**config.mk**
```make
export PLATFORM = sky130hd
export DESIGN_NAME = x_multi_load_ctr
export DESIGN_NICKNAME = d
export VERILOG_FILES = /design/src/rtl/x_multi_load_ctr.sv
export SDC_FILE = /design/constraint.sdc
export NUM_CORES = 1
export LEC_CHECK = 0
export ABC_AREA = 1
export CORE_MARGIN = 2
export CORE_UTILIZATION = 50
export CTS_BUF_LIST = sky130_fd_sc_hd__clkbuf_2
export CTS_CLUSTER_DIAMETER = 150
export CTS_CLUSTER_SIZE = 30
export DETAILED_ROUTE_END_ITERATION = 10
export PLACE_DENSITY_LB_ADDON = 0.25
export SKIP_LAST_GASP = 1
export SLEW_MARGIN = 10
export SYNTH_ARGS = -nofsm -noshare
export SYNTH_HDL_FRONTEND = slang
export SYNTH_SLANG_ARGS = --single-unit
```
**constraint.sdc**
```tcl
create_clock -name clk -period 3.2 [get_ports clk]
set_input_delay 0.64 -clock clk [delete_from_list [all_inputs] [get_ports clk]]
set_output_delay 0.64 -clock clk [all_outputs]
set_load 0.03 [all_outputs]
```
**src/rtl/x_multi_load_ctr.sv**
```systemverilog
// ---------------------------------------------------------------------------
// x_multi_load_ctr
//
// Multi-channel loadable up/down counter. Holds CHANNELS independent
// WIDTH-bit registers. Each channel can be parallel-loaded or counted up or
// down. Each channel either wraps or saturates at its boundaries, and has a
// registered terminal-count flag and a sticky overflow/underflow flag.
//
// Parameters:
//   WIDTH    - bit width of each channel register (>= 2)
//   CHANNELS - number of independent channels (>= 1)
//   SATURATE - 0 = wrap at boundaries, 1 = hold at boundaries
//
// Ports:
//   clk      in   single clock, all state updates on posedge
//   reset_l  in   asynchronous active-low reset
//   din      in   load values, channel i at [i*WIDTH +: WIDTH]
//   load     in   per-channel synchronous parallel load (highest priority)
//   en       in   per-channel count enable
//   up       in   per-channel direction, 1 = increment, 0 = decrement
//   ovf_clr  in   per-channel clear of the sticky overflow flag
//   dout     out  channel register values, same packing as din
//   tc       out  registered terminal count per channel
//   ovf      out  sticky overflow/underflow flag per channel
// ---------------------------------------------------------------------------
module x_multi_load_ctr #(
    parameter int WIDTH    = 8,
    parameter int CHANNELS = 4,
    parameter int SATURATE = 0
) (
    input  logic                      clk,
    input  logic                      reset_l,
    input  logic [CHANNELS*WIDTH-1:0] din,
    input  logic [CHANNELS-1:0]       load,
    input  logic [CHANNELS-1:0]       en,
    input  logic [CHANNELS-1:0]       up,
    input  logic [CHANNELS-1:0]       ovf_clr,
    output logic [CHANNELS*WIDTH-1:0] dout,
    output logic [CHANNELS-1:0]       tc,
    output logic [CHANNELS-1:0]       ovf
);

    localparam logic [WIDTH-1:0] MAX_VAL  = '1;
    localparam logic             SAT_MODE = (SATURATE != 0);

    logic [WIDTH-1:0]    count_q [CHANNELS];
    logic [WIDTH-1:0]    count_d [CHANNELS];
    logic [CHANNELS-1:0] bnd_evt;
    logic [CHANNELS-1:0] ovf_q;
    logic [CHANNELS-1:0] ovf_d;
    logic [CHANNELS-1:0] tc_q;
    logic [CHANNELS-1:0] tc_d;

    // Next-state logic for every channel: load beats count beats hold.
    // A boundary event is raised only by an enabled count that sits at the
    // boundary for its direction. A load never raises one.
    // The sticky flag gives priority to a new event over a clear in the same
    // cycle. The terminal count looks at the value the channel is about to
    // hold and at the current direction. That lets a direction change with
    // the count disabled still update tc on the next edge.
    always_comb begin
        for (int i = 0; i < CHANNELS; i++) begin
            count_d[i] = count_q[i];
            bnd_evt[i] = 1'b0;

            if (load[i]) begin
                count_d[i] = din[i*WIDTH +: WIDTH];
            end else if (en[i]) begin
                if (up[i]) begin
                    if (count_q[i] == MAX_VAL) begin
                        bnd_evt[i] = 1'b1;
                        count_d[i] = SAT_MODE ? MAX_VAL : '0;
                    end else begin
                        count_d[i] = count_q[i] + 1'b1;
                    end
                end else begin
                    if (count_q[i] == '0) begin
                        bnd_evt[i] = 1'b1;
                        count_d[i] = SAT_MODE ? '0 : MAX_VAL;
                    end else begin
                        count_d[i] = count_q[i] - 1'b1;
                    end
                end
            end

            ovf_d[i] = bnd_evt[i] | (ovf_q[i] & ~ovf_clr[i]);
            tc_d[i]  = up[i] ? (count_d[i] == MAX_VAL) : (count_d[i] == '0);
        end
    end

    // State registers. Reset clears everything at once, tc included. The
    // first real tc value therefore appears on the first edge after release.
    always_ff @(posedge clk or negedge reset_l) begin
        if (!reset_l) begin
            for (int i = 0; i < CHANNELS; i++) begin
                count_q[i] <= '0;
            end
            ovf_q <= '0;
            tc_q  <= '0;
        end else begin
            for (int i = 0; i < CHANNELS; i++) begin
                count_q[i] <= count_d[i];
            end
            ovf_q <= ovf_d;
            tc_q  <= tc_d;
        end
    end

    // Pack the channel registers onto the flat output bus.
    for (genvar g = 0; g < CHANNELS; g++) begin : g_pack
        assign dout[g*WIDTH +: WIDTH] = count_q[g];
    end

    assign tc  = tc_q;
    assign ovf = ovf_q;

endmodule

```
# [Word level (Yosys, flattened, before mapping)]
# Index checks and enable logic that the tools add are counted.
[totals] regBits=40 latch_bits=0 mem_bits_rw=0 mem_bits_ro=0 out_inout_bits=40 wordCells=86 n_memories=0
[classes] add_sub_neg=8 multipliers=0 div=0 magnitude_cmp=0 n_eq_ne=8 shift=0 mux=44 bitwise_logic=12 n_reduce_logical=8
[ops] operator="two-way mux 8 bit" count=20
[ops] operator="== test 8 bit, second input constant" count=8
[ops] operator="logical NOT 8 bit" count=8
[ops] operator="adder 8 x 1 -> 8 bit, second input constant" count=4
[ops] operator="subtractor 8 x 1 -> 8 bit, second input constant" count=4
[ops] operator="two-way mux 1 bit" count=24
[ops] operator="bitwise AND 1 bit" count=4
[ops] operator="NOT 1 bit" count=4
[ops] operator="OR 1 bit" count=4

# [Longest topological paths before layout]
[logic_depth] ltp_word=7 depth_mapped=15

# [Least setup slack after synthesis]
# OpenSTA, ideal clock, no wires.
[synth_path] kind="register to register" from="register count_q (netlist bit dout[16])" to="register tc_q[2] (netlist: tc[2])" setup_ns=0.065 t_arrival_ns=1.898 slack_ns=1.237 path_stages_with_launch=13 cell_sequence="dfrtp_1 -> inv_1 -> ha_1 -> inv_1 -> nand2_1 -> nand3_1 -> o211ai_2 -> or2_2 -> nor2_1 -> nand2_1 -> nor2_1 -> nand2_1 -> nand2_1"
[synth_lines] element="start, declared" line="46" text="logic [WIDTH-1:0] count_q [CHANNELS];"
[synth_lines] element="start signal, assigned by index" line="102" text="count_q[i] <= count_d[i];"
[synth_lines] element="end signal, assigned" line="105" text="tc_q <= tc_d;"
[synth_lines] element="end, declared" line="51" text="logic [CHANNELS-1:0] tc_q;"

# [Final worst setup path]
[layout_path] from="register count_q (netlist bit dout[18])" to="output port dout[18]"
[layout_lines] element="end, declared" line="38" text="output logic [CHANNELS*WIDTH-1:0] dout,"
# No word-level cell between the ends.

==> flow_metrics.tcl <==
set metrics [dict create \
    status "completed" \
    comb_power_share_pct 43.9 \
    clock_skew_ns 0.00558 \
    grt_busiest_layer "met2" \
    drive_above_1_share_pct 8.67 \
    worstPathRequired_ns 2.56 \
    p_seq_share_pct 37.8 \
    via_per_inst 5.38 \
    synthDistinctLibCells 38 \
    synthTopCellsByArea "dfrtp_1 25%, nand2_1 20%, nand3_1 11%" \
    cts_made_buffers 5 \
    cts_resized 0 \
    p_per_area_nw_per_um2 347 \
    p_int_uw 969 \
    insertion_delay_ns 0.42 \
    power_leakage_uw 0.00246 \
    place.gp.congestion 0.955 \
    synth_cells 666 \
    finalHoldViolations 0 \
    antenna_found_initial 0 \
    pre_cts_ws_ns 0.633 \
    arrival_ns 1.83 \
    grt_max_degree 41 \
    clock_path_buffers 2 \
    cp_num_buf_inv 1 \
    boundaryPins 90 \
    dieHeight_um 92.9 \
    ys_seq_area_share_pct 25.3 \
    setup_tns_ns 0 \
    antenna_left 0 \
    finalCritPeriodShare_pct 77.2 \
    cp_top_family "buffers and inverters" \
    ys_top_cells_by_count "213 x nand2_1, 88 x nand3_1, 74 x inv_1" \
    start_util_pct 51.4 \
    cts_tree "yes" \
    r2r-end "tc[2]$_DFF_PN0_" \
    diodes 0 \
    fin_ws_ns 0.729 \
    synth_ff_type "dfrtp_1" \
    rr_worst_depth 12 \
    overflow 0 \
    htreeDepth 2 \
    met3_usage_pct 3.01 \
    clk_pin_slew_ns 0.21 \
    rsz0062_at_grt "false" \
    met2_usage_pct 46.6 \
    hpwl_um 8940 \
    ys_ff_latch 40 \
    cts.sinks 40 \
    dieArea_um2 8630 \
    wire_per_inst_um 13.4 \
    first_pass_iters 4 \
    numPortBuffers 89 \
    yosysWarnings 0 \
    critPathLaunchType "flip-flop" \
    maxSlewViolCount 0 \
    area_growth_pct 25.1 \
    rows 32 \
    drt-initial-drc-count 181 \
    worst_hold_path_type "in2async" \
    grt_pass1_wl_um 19000 \
    p_sw_uw 746 \
    clkPwrFrac_pct 18.3 \
    track_usage_pct 27.0 \
    hold_buffers 0 \
    yosysMostFrequentCell "nand2_1" \
    drc 0 \
    cts_setup_buffers 0 \
    worst_pin_slew_ns 0.909 \
    slowest_delay_ns 0.76 \
    slew_headroom_pct 39.4 \
    final.fill_count 761 \
    fmax_mhz 405 \
    synth_top_cell_by_area "dfrtp_1" \
    die_x_um 92.9 \
    grt_pass1_vias 4113 \
    worstSetupPathType "reg2out" \
    path_cells "clkdlybuf4s50_1" \
    slowest_stage "clkdlybuf4s50_1" \
    via_count 4586 \
    crit_path_end_kind "output pin" \
    rrSetupSlack_ns 1.13 \
    finalNetCount 811 \
    max-vdd-ir-drop_v 0.000252 \
    use_met1_pct 36.5 \
    async_reset_ff_share_pct 100 \
    avgSynthCellArea_um2 5.93 \
    coreArea_um2 7690 \
    crit_fanout 11 \
    syn_nets 728 \
    synth_top_area_share_pct 25.3 \
    period_minus_slack_ns 2.47 \
    swShare_pct 43.5 \
    drt_wl_total_um 11400 \
    synth_edf_count 0 \
    finalSetupViolations 0 \
    cts_root_buf "clkbuf_2" \
    mappedNetlistArea_um2 3950 \
    drv_cap 0 \
    r2r_start "dout[16]$_DFF_PN0_" \
]
sequential cells by signal, summed over array words and instances, names as in the netlist:
signal / count
tc: 4
dout: 32
ovf: 4
per-layer routing:
metal | wire length (um) | vias to the layer above
li1 | - | 2299
met1 | 5000 | 2089
met2 | 5500 | 180
met3 | 754 | 18
met4 | 157 | 0
met5 | 0 | -
power by group through the flow:
stage	Sequential (uW)	Clock (uW)	Combinational, uW
after floorplan	709	0	423
after global placement	654	0	736
after detailed placement	655	0	745
after CTS	645	323	750
after global routing	658	342	837
final	648	314	753
worst max-delay path by stage:
stage	from	end	slack, ns	cells past startpoint
finish	dout[18]$_DFF_PN0_	dout[18]	0.73	1
detailed placement	load[0]	tc[0]$_DFF_PN0_	0.63	11
CTS	dout[18]$_DFF_PN0_	dout[18]	0.74	1
global route	dout[18]$_DFF_PN0_	dout[18]	0.67	1
global placement	load[3]	tc[3]$_DFF_PN0_	0.65	10
floorplan	dout[16]$_DFF_PN0_	tc[2]$_DFF_PN0_	1.24	12
per-stage QoR:
step | power, uW | instance area, um2 | std cells | util (%) | hold WS [ns]
floorplan | 1130 | 3950 | 666 | - | 0.344
global placement | 1390 | 4880 | 844 | 63.4 | 0.527
detailed placement | 1400 | 4880 | 844 | 63.4 | 0.532
CTS | 1720 | 4940 | 852 | 64.3 | 0.349
global route | 1840 | 4940 | 852 | 64.3 | 0.378
finish | 1720 | 4940 | 852 | 64.3 | 0.313
layout by cell type (no fill, tap or decap), types with 2 or more instances in the layout:
master	count
nand2_1	213
nand3_1	88
clkdlybuf4s50_1	88
inv_1	74
nor2_1	68
a21oi_1	44
dfrtp_1	40
o21ai_0	21
nand4_1	16
nand2_2	13
inv_2	12
nor2_2	12
ha_1	12
o21ai_1	7
clkbuf_2	5
a21oi_2	4
xor2_1	3
or2_2	3
clkinv_4	2
nor2_4	2
and2_1	2
nand3_2	2
a22oi_1	2
cells by family after synthesis:
kind of cell               after synthesis  synth area share (%)
AOI/OAI and AO/OA                       84                  12.0
DFF                                     40                  25.3
adders and majority gates               12                  3.80
buffers and inverters                  104                  11.3
xor gates and xnor gates                 3                 0.665
and+or+nand+nor                        423                  46.9
final cells by class:
| cell class | count | area (um2) | share of cell area (%) |
|---|---|---|---|
| multi-input combinational | 522 | 2500 | 50.6 |
| sequential | 40 | 1000 | 20.2 |
| timing repair buffer | 90 | 893 | 18.1 |
| inverter | 90 | 350 | 7.09 |
| tap | 102 | 128 | 2.58 |
| clock inverter | 3 | 42.5 | 0.861 |
| clock buffer | 5 | 25.0 | 0.506 |
Note: power is estimated with default switching activity, not from simulation.
